==> config.mk <==
export PLATFORM = sky130hd
export DESIGN_NAME = clock_display_flat
export DESIGN_NICKNAME = d
export VERILOG_FILES = /design/src/rtl/clock_display_if.sv /design/src/rtl/clock_display.sv /design/src/flat_wrapper.sv
export SDC_FILE = /design/constraint.sdc
export NUM_CORES = 1
export LEC_CHECK = 0
export CAP_MARGIN = 0
export CORE_ASPECT_RATIO = 0.9
export CORE_MARGIN = 2
export CORE_UTILIZATION = 50
export DETAILED_ROUTE_END_ITERATION = 7
export GPL_TIMING_DRIVEN = 0
export PLACE_DENSITY = 0.7
export SYNTH_ARGS = -nofsm -noshare
export SYNTH_HDL_FRONTEND = slang
export SYNTH_SLANG_ARGS = --single-unit
==> constraint.sdc <==
create_clock -name clk -period 4.4 [get_ports clk]
set_input_delay 1.32 -clock clk [delete_from_list [all_inputs] [get_ports clk]]
set_output_delay 1.32 -clock clk [all_outputs]
set_load 0.005 [all_outputs]
==> src/rtl/clock_display_if.sv <==
// clock_display_if: binary time inputs, buttons and seven-segment outputs of the display back end
interface clock_display_if;
  logic [5:0] sec, min;
  logic [4:0] hr;
  logic am2pm, set_mode;
  logic [6:0] hex0, hex1, hex2, hex3, hex4, hex5;
  logic pm_led, busy;
  modport master (
    output sec, min, hr, am2pm, set_mode,
    input hex0, hex1, hex2, hex3, hex4, hex5, pm_led, busy
  );
  modport slave (
    input sec, min, hr, am2pm, set_mode,
    output hex0, hex1, hex2, hex3, hex4, hex5, pm_led, busy
  );
endinterface

==> src/rtl/clock_display.sv <==
// clock_display: synchronises time inputs, converts them to BCD and drives six active-low seven-segment digits
module clock_display #(
  parameter int CLK_HZ = 50_000_000,
  parameter int BLINK_HZ = 2
) (
  input logic clk,
  input logic rst,
  clock_display_if.slave bus
);
  localparam int HALF = (CLK_HZ / (2 * BLINK_HZ)) > 0 ? CLK_HZ / (2 * BLINK_HZ) : 1;
  localparam int DW = HALF > 1 ? $clog2(HALF) : 1;
  localparam logic [6:0] BLANK = 7'h7F, DASH = 7'h3F;
  localparam logic [6:0] SEG [16] = '{7'h40, 7'h79, 7'h24, 7'h30, 7'h19, 7'h12, 7'h02, 7'h78,
                                     7'h00, 7'h10, BLANK, BLANK, BLANK, BLANK, BLANK, BLANK};
  // time bits reset to the same invalid code as t_last so reset itself never triggers a conversion
  localparam logic [18:0] SYNC_RST = {2'b00, 17'h1FFFF};
  typedef enum logic [2:0] {IDLE, SEC, MIN, HR, COMMIT} state_t;
  state_t state, state_nx;
  logic [18:0] s1, s2;
  logic [16:0] t_s, t_prev, t_last;
  logic am_s, set_s, am_prev, mode_12h, last_mode, mode_w, blink_phase, pm_q, go, bad;
  logic [DW-1:0] div;
  logic [5:0] sec_w, min_w, rem;
  logic [4:0] hr_w, hr_adj;
  logic [2:0] tens;
  logic [3:0] s_t, s_o, m_t, m_o, h_t, h_o;
  logic [6:0] d [6];
  always_comb begin
    t_s = s2[16:0];
    am_s = s2[17];
    set_s = s2[18];
    go = (t_s == t_prev) && (t_s != t_last || mode_12h != last_mode);
    hr_adj = !mode_w ? hr_w : hr_w == 5'd0 ? 5'd12 : hr_w > 5'd12 ? hr_w - 5'd12 : hr_w;
    bad = sec_w > 6'd59 || min_w > 6'd59 || hr_w > 5'd23;
  end
  always_ff @(posedge clk or negedge rst)
    if (!rst) state <= IDLE;
    else state <= state_nx;
  always_comb begin
    state_nx = state;
    case (state)
      IDLE:    state_nx = go ? SEC : IDLE;
      SEC:     state_nx = rem >= 6'd10 ? SEC : MIN;
      MIN:     state_nx = rem >= 6'd10 ? MIN : HR;
      HR:      state_nx = rem >= 6'd10 ? HR : COMMIT;
      default: state_nx = IDLE;
    endcase
  end
  always_ff @(posedge clk or negedge rst)
    if (!rst) begin
      s1 <= SYNC_RST;
      s2 <= SYNC_RST;
      t_prev <= '1;
      t_last <= '1;
      am_prev <= 1'b0;
      mode_12h <= 1'b0;
      last_mode <= 1'b0;
      div <= '0;
      blink_phase <= 1'b0;
      sec_w <= '0;
      min_w <= '0;
      hr_w <= '0;
      mode_w <= 1'b0;
      rem <= '0;
      tens <= '0;
      {s_t, s_o, m_t, m_o, h_t, h_o} <= '0;
      d <= '{default: BLANK};
      pm_q <= 1'b0;
    end else begin
      s1 <= {bus.set_mode, bus.am2pm, bus.hr, bus.min, bus.sec};
      s2 <= s1;
      t_prev <= t_s;
      am_prev <= am_s;
      if (am_s && !am_prev) mode_12h <= !mode_12h;
      if (!set_s) begin
        div <= '0;
        blink_phase <= 1'b0;
      end else if (div == DW'(HALF - 1)) begin
        div <= '0;
        blink_phase <= !blink_phase;
      end else div <= div + DW'(1);
      if (state == IDLE) begin
        if (go) begin
          {hr_w, min_w, sec_w} <= t_s;
          mode_w <= mode_12h;
          rem <= t_s[5:0];
          tens <= '0;
        end
      end else if (state == COMMIT) begin
        d[0] <= bad ? DASH : SEG[s_o];
        d[1] <= bad ? DASH : SEG[s_t];
        d[2] <= bad ? DASH : SEG[m_o];
        d[3] <= bad ? DASH : SEG[m_t];
        d[4] <= bad ? DASH : SEG[h_o];
        d[5] <= bad ? DASH : (mode_w && h_t == 4'd0) ? BLANK : SEG[h_t];
        pm_q <= !bad && mode_w && hr_w >= 5'd12;
        t_last <= {hr_w, min_w, sec_w};
        last_mode <= mode_w;
      end else if (rem >= 6'd10) begin
        rem <= rem - 6'd10;
        tens <= tens + 3'd1;
      end else begin
        if (state == SEC) {s_t, s_o} <= {1'b0, tens, rem[3:0]};
        if (state == MIN) {m_t, m_o} <= {1'b0, tens, rem[3:0]};
        if (state == HR) {h_t, h_o} <= {1'b0, tens, rem[3:0]};
        rem <= state == SEC ? min_w : {1'b0, hr_adj};
        tens <= '0;
      end
    end
  always_comb begin
    bus.busy = state != IDLE;
    bus.pm_led = pm_q;
    bus.hex0 = d[0];
    bus.hex1 = d[1];
    bus.hex2 = blink_phase ? BLANK : d[2];
    bus.hex3 = blink_phase ? BLANK : d[3];
    bus.hex4 = blink_phase ? BLANK : d[4];
    bus.hex5 = blink_phase ? BLANK : d[5];
  end
endmodule
==> src/flat_wrapper.sv <==
// flat-port wrapper written by rule: the top's interface ports become plain ports
module clock_display_flat 
#(
  parameter int CLK_HZ = 50_000_000,
  parameter int BLINK_HZ = 2
)
  (clk, rst, bus_sec, bus_min, bus_hr, bus_am2pm, bus_set_mode, bus_hex0, bus_hex1, bus_hex2, bus_hex3, bus_hex4, bus_hex5, bus_pm_led, bus_busy);
  clock_display_if bus_i ();
  input logic clk;
  input logic rst;
  input wire logic [$bits(bus_i.sec)-1:0] bus_sec;
  input wire logic [$bits(bus_i.min)-1:0] bus_min;
  input wire logic [$bits(bus_i.hr)-1:0] bus_hr;
  input wire logic [$bits(bus_i.am2pm)-1:0] bus_am2pm;
  input wire logic [$bits(bus_i.set_mode)-1:0] bus_set_mode;
  output wire logic [$bits(bus_i.hex0)-1:0] bus_hex0;
  output wire logic [$bits(bus_i.hex1)-1:0] bus_hex1;
  output wire logic [$bits(bus_i.hex2)-1:0] bus_hex2;
  output wire logic [$bits(bus_i.hex3)-1:0] bus_hex3;
  output wire logic [$bits(bus_i.hex4)-1:0] bus_hex4;
  output wire logic [$bits(bus_i.hex5)-1:0] bus_hex5;
  output wire logic [$bits(bus_i.pm_led)-1:0] bus_pm_led;
  output wire logic [$bits(bus_i.busy)-1:0] bus_busy;
  assign bus_i.sec = bus_sec;
  assign bus_i.min = bus_min;
  assign bus_i.hr = bus_hr;
  assign bus_i.am2pm = bus_am2pm;
  assign bus_i.set_mode = bus_set_mode;
  assign bus_hex0 = bus_i.hex0;
  assign bus_hex1 = bus_i.hex1;
  assign bus_hex2 = bus_i.hex2;
  assign bus_hex3 = bus_i.hex3;
  assign bus_hex4 = bus_i.hex4;
  assign bus_hex5 = bus_i.hex5;
  assign bus_pm_led = bus_i.pm_led;
  assign bus_busy = bus_i.busy;
  clock_display #(.CLK_HZ(CLK_HZ), .BLINK_HZ(BLINK_HZ)) u_core (.clk(clk), .rst(rst), .bus(bus_i));
endmodule
### Word level (Yosys, flattened, before mapping)

Memory sizes are Yosys's and may differ from the RTL's.
Cells that the tools add are included.

* $add $sub $neg: 4
* $lt $le $gt $ge: 12
* equal/unequal tests: 11
* multiplexer cells: 44
* bitwise gates (word level): 9
* reduce and logical (&&, ||, !) cells: 22

Operators by type and width (number)
* $mux W7: 23
* $mux W24: 2
* $ge A5 B5 Y1 const B: 6
* $mux W6: 5
* $add A24 B1 Y24 const B: 1
* $eq A24 B24 Y1 const B: 1
* $eq A17 B17 Y1: 1
* $ne A17 B17 Y1: 1
* $mux W3: 5
* $mux W5: 3
* $not A3 Y5: 3
* $not A4 Y5: 3
* $gt A6 B6 Y1 const B: 2
* $pmux W3 S4: 1
* $reduce_and A4 Y1: 3
* $eq A3 B2 Y1 const B: 2
* $ge A6 B4 Y1 const B: 1
* $reduce_and A2 Y1: 3
* $sub A6 B4 Y6 const B: 1
* $ge A5 B4 Y1 const B: 1
* $gt A5 B4 Y1 const B: 1
* $gt A5 B5 Y1 const B: 1
* $logic_and A1 B1 Y1: 5
* $logic_not A5 Y1: 1
* 15 further kinds: 26

* flip-flop bits (word level): 194
* memory bits (read-only): 672
* bits of input ports: 21
* output and inout bits: 44
* logic and storage cells: 137
* memories kept: 6

Memory list
* (name not given): words 16, width 7, rd ports 1, clocked after memory_dff 0, wr ports 0, line clock_display.sv:94 `d[4] <= bad ? DASH : SEG[h_o];`
* (name not given): words 16, width 7, rd ports 1, clocked after memory_dff 0, wr ports 0, line clock_display.sv:90 `d[0] <= bad ? DASH : SEG[s_o];`
* (name not given): words 16, width 7, rd ports 1, clocked after memory_dff 0, wr ports 0, line clock_display.sv:91 `d[1] <= bad ? DASH : SEG[s_t];`
* (name not given): words 16, width 7, rd ports 1, clocked after memory_dff 0, wr ports 0, line clock_display.sv:92 `d[2] <= bad ? DASH : SEG[m_o];`
* (name not given): words 16, width 7, rd ports 1, clocked after memory_dff 0, wr ports 0, line clock_display.sv:95 `d[5] <= bad ? DASH : (mode_w && h_t == 4'd0) ? BLANK : SEG[h_t];`
* (name not given): words 16, width 7, rd ports 1, clocked after memory_dff 0, wr ports 0, line clock_display.sv:93 `d[3] <= bad ? DASH : SEG[m_t];`

### Depth between registers and ports, before layout

Gate-level depths: netlist of run 1.

* depth in word-level cells: 8
* depth in mapped cells: 10
* mapped depth without buffers: 8

### Least setup slack after synthesis of run 1

Ideal clock, no wire load.

* path type: flip-flop to output port
* start: register u_core.state[1]
* end: output bus_busy
* arrival: 1.129 ns
* data required time: 3.080 ns
* setup slack: 1.951 ns
* cell stages (with the launch flop): 7
* buffers on the path: 3
* cell sequence: dfrtp_1 -> buf_6 -> or2_1 -> buf_6 -> nor2_8 -> inv_2 -> clkbuf_1

* longest elaborated chain between the ends: 1

RTL lines
* start: declaration: line clock_display.sv:18 `state_t state, state_nx;`
* start signal: assignment: line clock_display.sv:38 `else state <= state_nx;`
* $reduce_bool A3 Y1: line clock_display.sv:111 `bus.busy = state != IDLE;`
* end: declaration: line flat_wrapper.sv:23 `output wire logic [$bits(bus_i.busy)-1:0] bus_busy;`

Every way passes these cells.

### Final worst setup path of run 1

* start: register u_core.blink_phase
* end: output bus_hex2[1]

* longest elaborated chain between the ends: 1

RTL lines
* start: declaration: line clock_display.sv:21 `logic am_s, set_s, am_prev, mode_12h, last_mode, mode_w, blink_phase, pm_q, go, bad;`
* start signal: assignment: line clock_display.sv:80 `blink_phase <= !blink_phase;`
* $mux W7: line clock_display.sv:115 `bus.hex2 = blink_phase ? BLANK : d[2];`
* end: declaration: line flat_wrapper.sv:18 `output wire logic [$bits(bus_i.hex2)-1:0] bus_hex2;`

Every way passes these cells.

==> flow_summary_export.csv, run 1 <==
group,metric,value,unit
clocking,cts_resized,0,
power,cellLeakagePower,4.59,nW
finish,drive_gt1_share,24.7,%
synthesis,netlist_area,0.00915,mm^2
sta,fin_hold_ws,0.346,ns
floorplanning,io_pins,65,
setup_path,slowest_delay,0.48,ns
floorplanning,start_util,51.4,%
placement,place_area,0.0101,mm^2
clocking,cts-root-buf,"clkbuf_16",
synthesis,postSynth.asyncResetShare,100,%
global_routing,use_met2,30.3,%
route,finalWirelength,17900,um
sta,setup_viol,0,
min_path,hold_class,"reg2reg",
finish,nFillCells,1499,
clocking,tritoncts,"done",
sta,min_period,3.57,ns
route,vias,6171,
clocking,clk_latency,0.45,ns
placement,placed_cells,1166,
setup_path,crit_buf_inv,3,
sta,max_freq,0.280,GHz
placement,io_buffers,64,
sta,skew,0.00915,ns
route,first_pass_iters,5,
clocking,cts_buffer_depth,2,
global_routing,grt_pass1_vias,6005,
setup_path,crit_slowest_cell,"clkdlybuf4s50_1",
clocking,clkTransAtPathRegs,0.08,ns
power,vdd_ir_drop_max,349,uV
synthesis,ys_types,56,
finish,fin_cells,1198,
power,powerDensity,521,mW/mm^2
global_routing,grt_overflow,0,
synthesis,synth-seq-cells,194,
synthesis,synthTopCellsByArea,"dfstp_2 (32%), dfrtp_1 (23%), ha_1 (4.9%)",
synthesis,yosysWarnings,0,
clocking,numCtsBuffers,17,
sta,post-route-period-util,81.2,%
sta,maxSlewViolCount,0,
clocking,cts_max_level,4,
floorplanning,coreArea,0.0178,mm^2
finish,nets,1002,
sta,worst_pin_slew,0.820,ns
clocking,post_cts_buffers,0,
setup_path,critPathKind,"reg2out",
synthesis,netlist_instances,861,
route,wire_per_inst,15.0,um
setup_path,worstPathMaxFanout,10,
global_routing,grt_pass1_wl,30500,um
sta,slew_headroom,44.8,%
run,cap_viol_max_count,0,
setup_path,path_cells,"clkbuf_1 > clkbuf_1 > or2_2 > clkdlybuf4s50_1",
placement,post-dp-hpwl,12400,um
setup_path,worst_setup_path_end_kind,"output port",
global_routing,grt.met1_usage,28.4,%
setup_path,critPathRequiredTime,3.08,ns
synthesis,syn-num-nets,918,
floorplanning,row_count,46,
placement,place_congestion,0.875,
global_routing,grt_busiest_layer,"met2",
route,drtAntennaViolNets,0,
route,via_per_inst,5.15,
finish,area_growth,16.9,%
sta,final-hold-violation-count,0,
setup_path,startpoint_type,"flop",
finish,final_util,60.1,%
synthesis,synth_largest_area_cell,"dfstp_2",
clocking,cts_sinks,194,
sta,finalSetupTns,0,ns
clocking,holdBufCountCts,0,
setup_path,cpMostUsedCell,"clkbuf_1",
status,status,"complete, no violations",
global_routing,grt_max_degree,104,
global_routing,use_met3,4.12,%
floorplanning,chipHeight,132,um
floorplanning,dieArea,0.0194,mm^2
finish,antenna_cells,0,
finish,final_area,0.0107,mm^2
setup_path,critPathTopFamily,"buffers and inverters",
synthesis,synth-seq-area-share,54.6,%
global_routing,antenna_found_initial,0,
setup_path,cp_data_arrival_time,2.25,ns
route,drtIter0Drc,424,
global_routing,grt_use_total,19.7,%
synthesis,ys.flop_type,"dfstp_2",
synthesis,synth_edf_count,0,
synthesis,synth_top_area_share,31.6,%
route,drcViolationCount,0,
floorplanning,die_w,147,um
synthesis,synth_area_per_cell,10.6,um^2
sta,rsz0062_at_grt,"no",
## layer usage
metal  share of wire, %  wire length, um
met1                 48             8680
met2                 46             8250
met3                4.3              778
met4                1.3              241
met5                  0                0
## synth_stat cells, types with 17 or more instances
cell type / n
or2_2: 28
mux2_2: 35
nand2_1: 92
ha_1: 36
nor2_1: 87
clkbuf_1: 33
nand3_1: 17
dfrtp_1: 84
xnor2_1: 29
dfstp_2: 110
xor2_1: 30
o21ai_0: 72
inv_1: 32
a21oi_1: 38
## where the power goes
| group | switching [mW] | internal, mW | total [mW] |
|---|---|---|---|
| Combinational | 0.887 | 0.798 | 1.68 |
| Clock | 0.716 | 0.798 | 1.51 |
| Sequential | 0.241 | 2.13 | 2.37 |
## per-stage QoR
| stage | worst slack [ns] | power, mW |
|---|---|---|
| CTS | 0.808 | 5.61 |
| global route | 0.657 | 5.96 |
| global placement | -5.72 | 4.03 |
| detailed placement | 1.29 | 4.07 |
| finish | 0.827 | 5.57 |
| floorplan | 1.95 | 3.49 |
## cell families after synthesis
| family | Yosys count | share of synthesized area, % |
|---|---|---|
| muxes | 43 | 5.51 |
| xor gates and xnor gates | 59 | 5.65 |
| adders and majority gates | 36 | 4.93 |
| and+or+nand+nor | 294 | 15.5 |
| AOI/OAI and AO/OA | 151 | 9.55 |
| DFF | 194 | 54.6 |
| buffers and inverters | 84 | 4.27 |
## layout by cell type (no fill, tap or decap), types with 30 or more instances in the layout
master and n:
ha_1 36, o21ai_0 72, clkdlybuf4s50_1 63, inv_1 32
mux2_2 35, xor2_1 30, dfstp_2 110, a21oi_1 38
nand2_1 92, clkbuf_1 34, nor2_1 87, dfrtp_1 84
## layout make-up
cell class | instances | area, um^2 | area share, %
sequential | 194 | 4990 | 46.7
multi-input combinational | 583 | 3760 | 35.2
timing repair buffer | 65 | 673 | 6.30
clock buffer | 18 | 429 | 4.02
tap | 240 | 300 | 2.81
buffer | 51 | 267 | 2.49
clock inverter | 14 | 140 | 1.31
inverter | 33 | 124 | 1.16
## path summary, 6_finish.rpt
kind	to	start	cells after the start	slack [ns]
max in group asynchronous	u_core.bus.hex0[2]	rst	2	2.63
worst max register to register	u_core.rem[3]	u_core.s2[5]	5	1.81
worst min register to register	u_core.s2[11]	u_core.s1[11]	0	0.35
worst min-delay path	u_core.s2[11]	u_core.s1[11]	0	0.35
worst max-delay path	bus_hex2[1]	u_core.blink_phase	4	0.83
min in group asynchronous	u_core.sec_w[1]	rst	1	0.85
## state kept, by name (all words and copies together), names as in the netlist, 5 cells and up
| name | count |
|---|---|
| u_core.t_last | 17 |
| u_core.sec_w | 6 |
| u_core.t_prev | 17 |
| u_core.d | 28 |
| u_core.bus.hex1 | 7 |
| u_core.rem | 6 |
| u_core.div | 24 |
| u_core.hr_w | 5 |
| u_core.s2 | 19 |
| u_core.s1 | 19 |
| u_core.min_w | 6 |
| u_core.bus.hex0 | 7 |
Power figures use the tool's default switching activity.
==> run 2, diff against run 1 <==
- clock period: 4.4 -> 3.75 ns (I/O delays scaled with it)
==> results of run 2 <==
The final DEF is identical to that of run 1. Status: complete, no violations.
Among the figures that moved: setup slack after placement 1.29 ns -> 0.832 ns; setup slack after layout 0.827 ns -> 0.372 ns; register-to-register setup slack 1.81 ns -> 1.16 ns; total power 5.57 mW -> 6.54 mW; worst IR drop on VDD 349 uV -> 410 uV
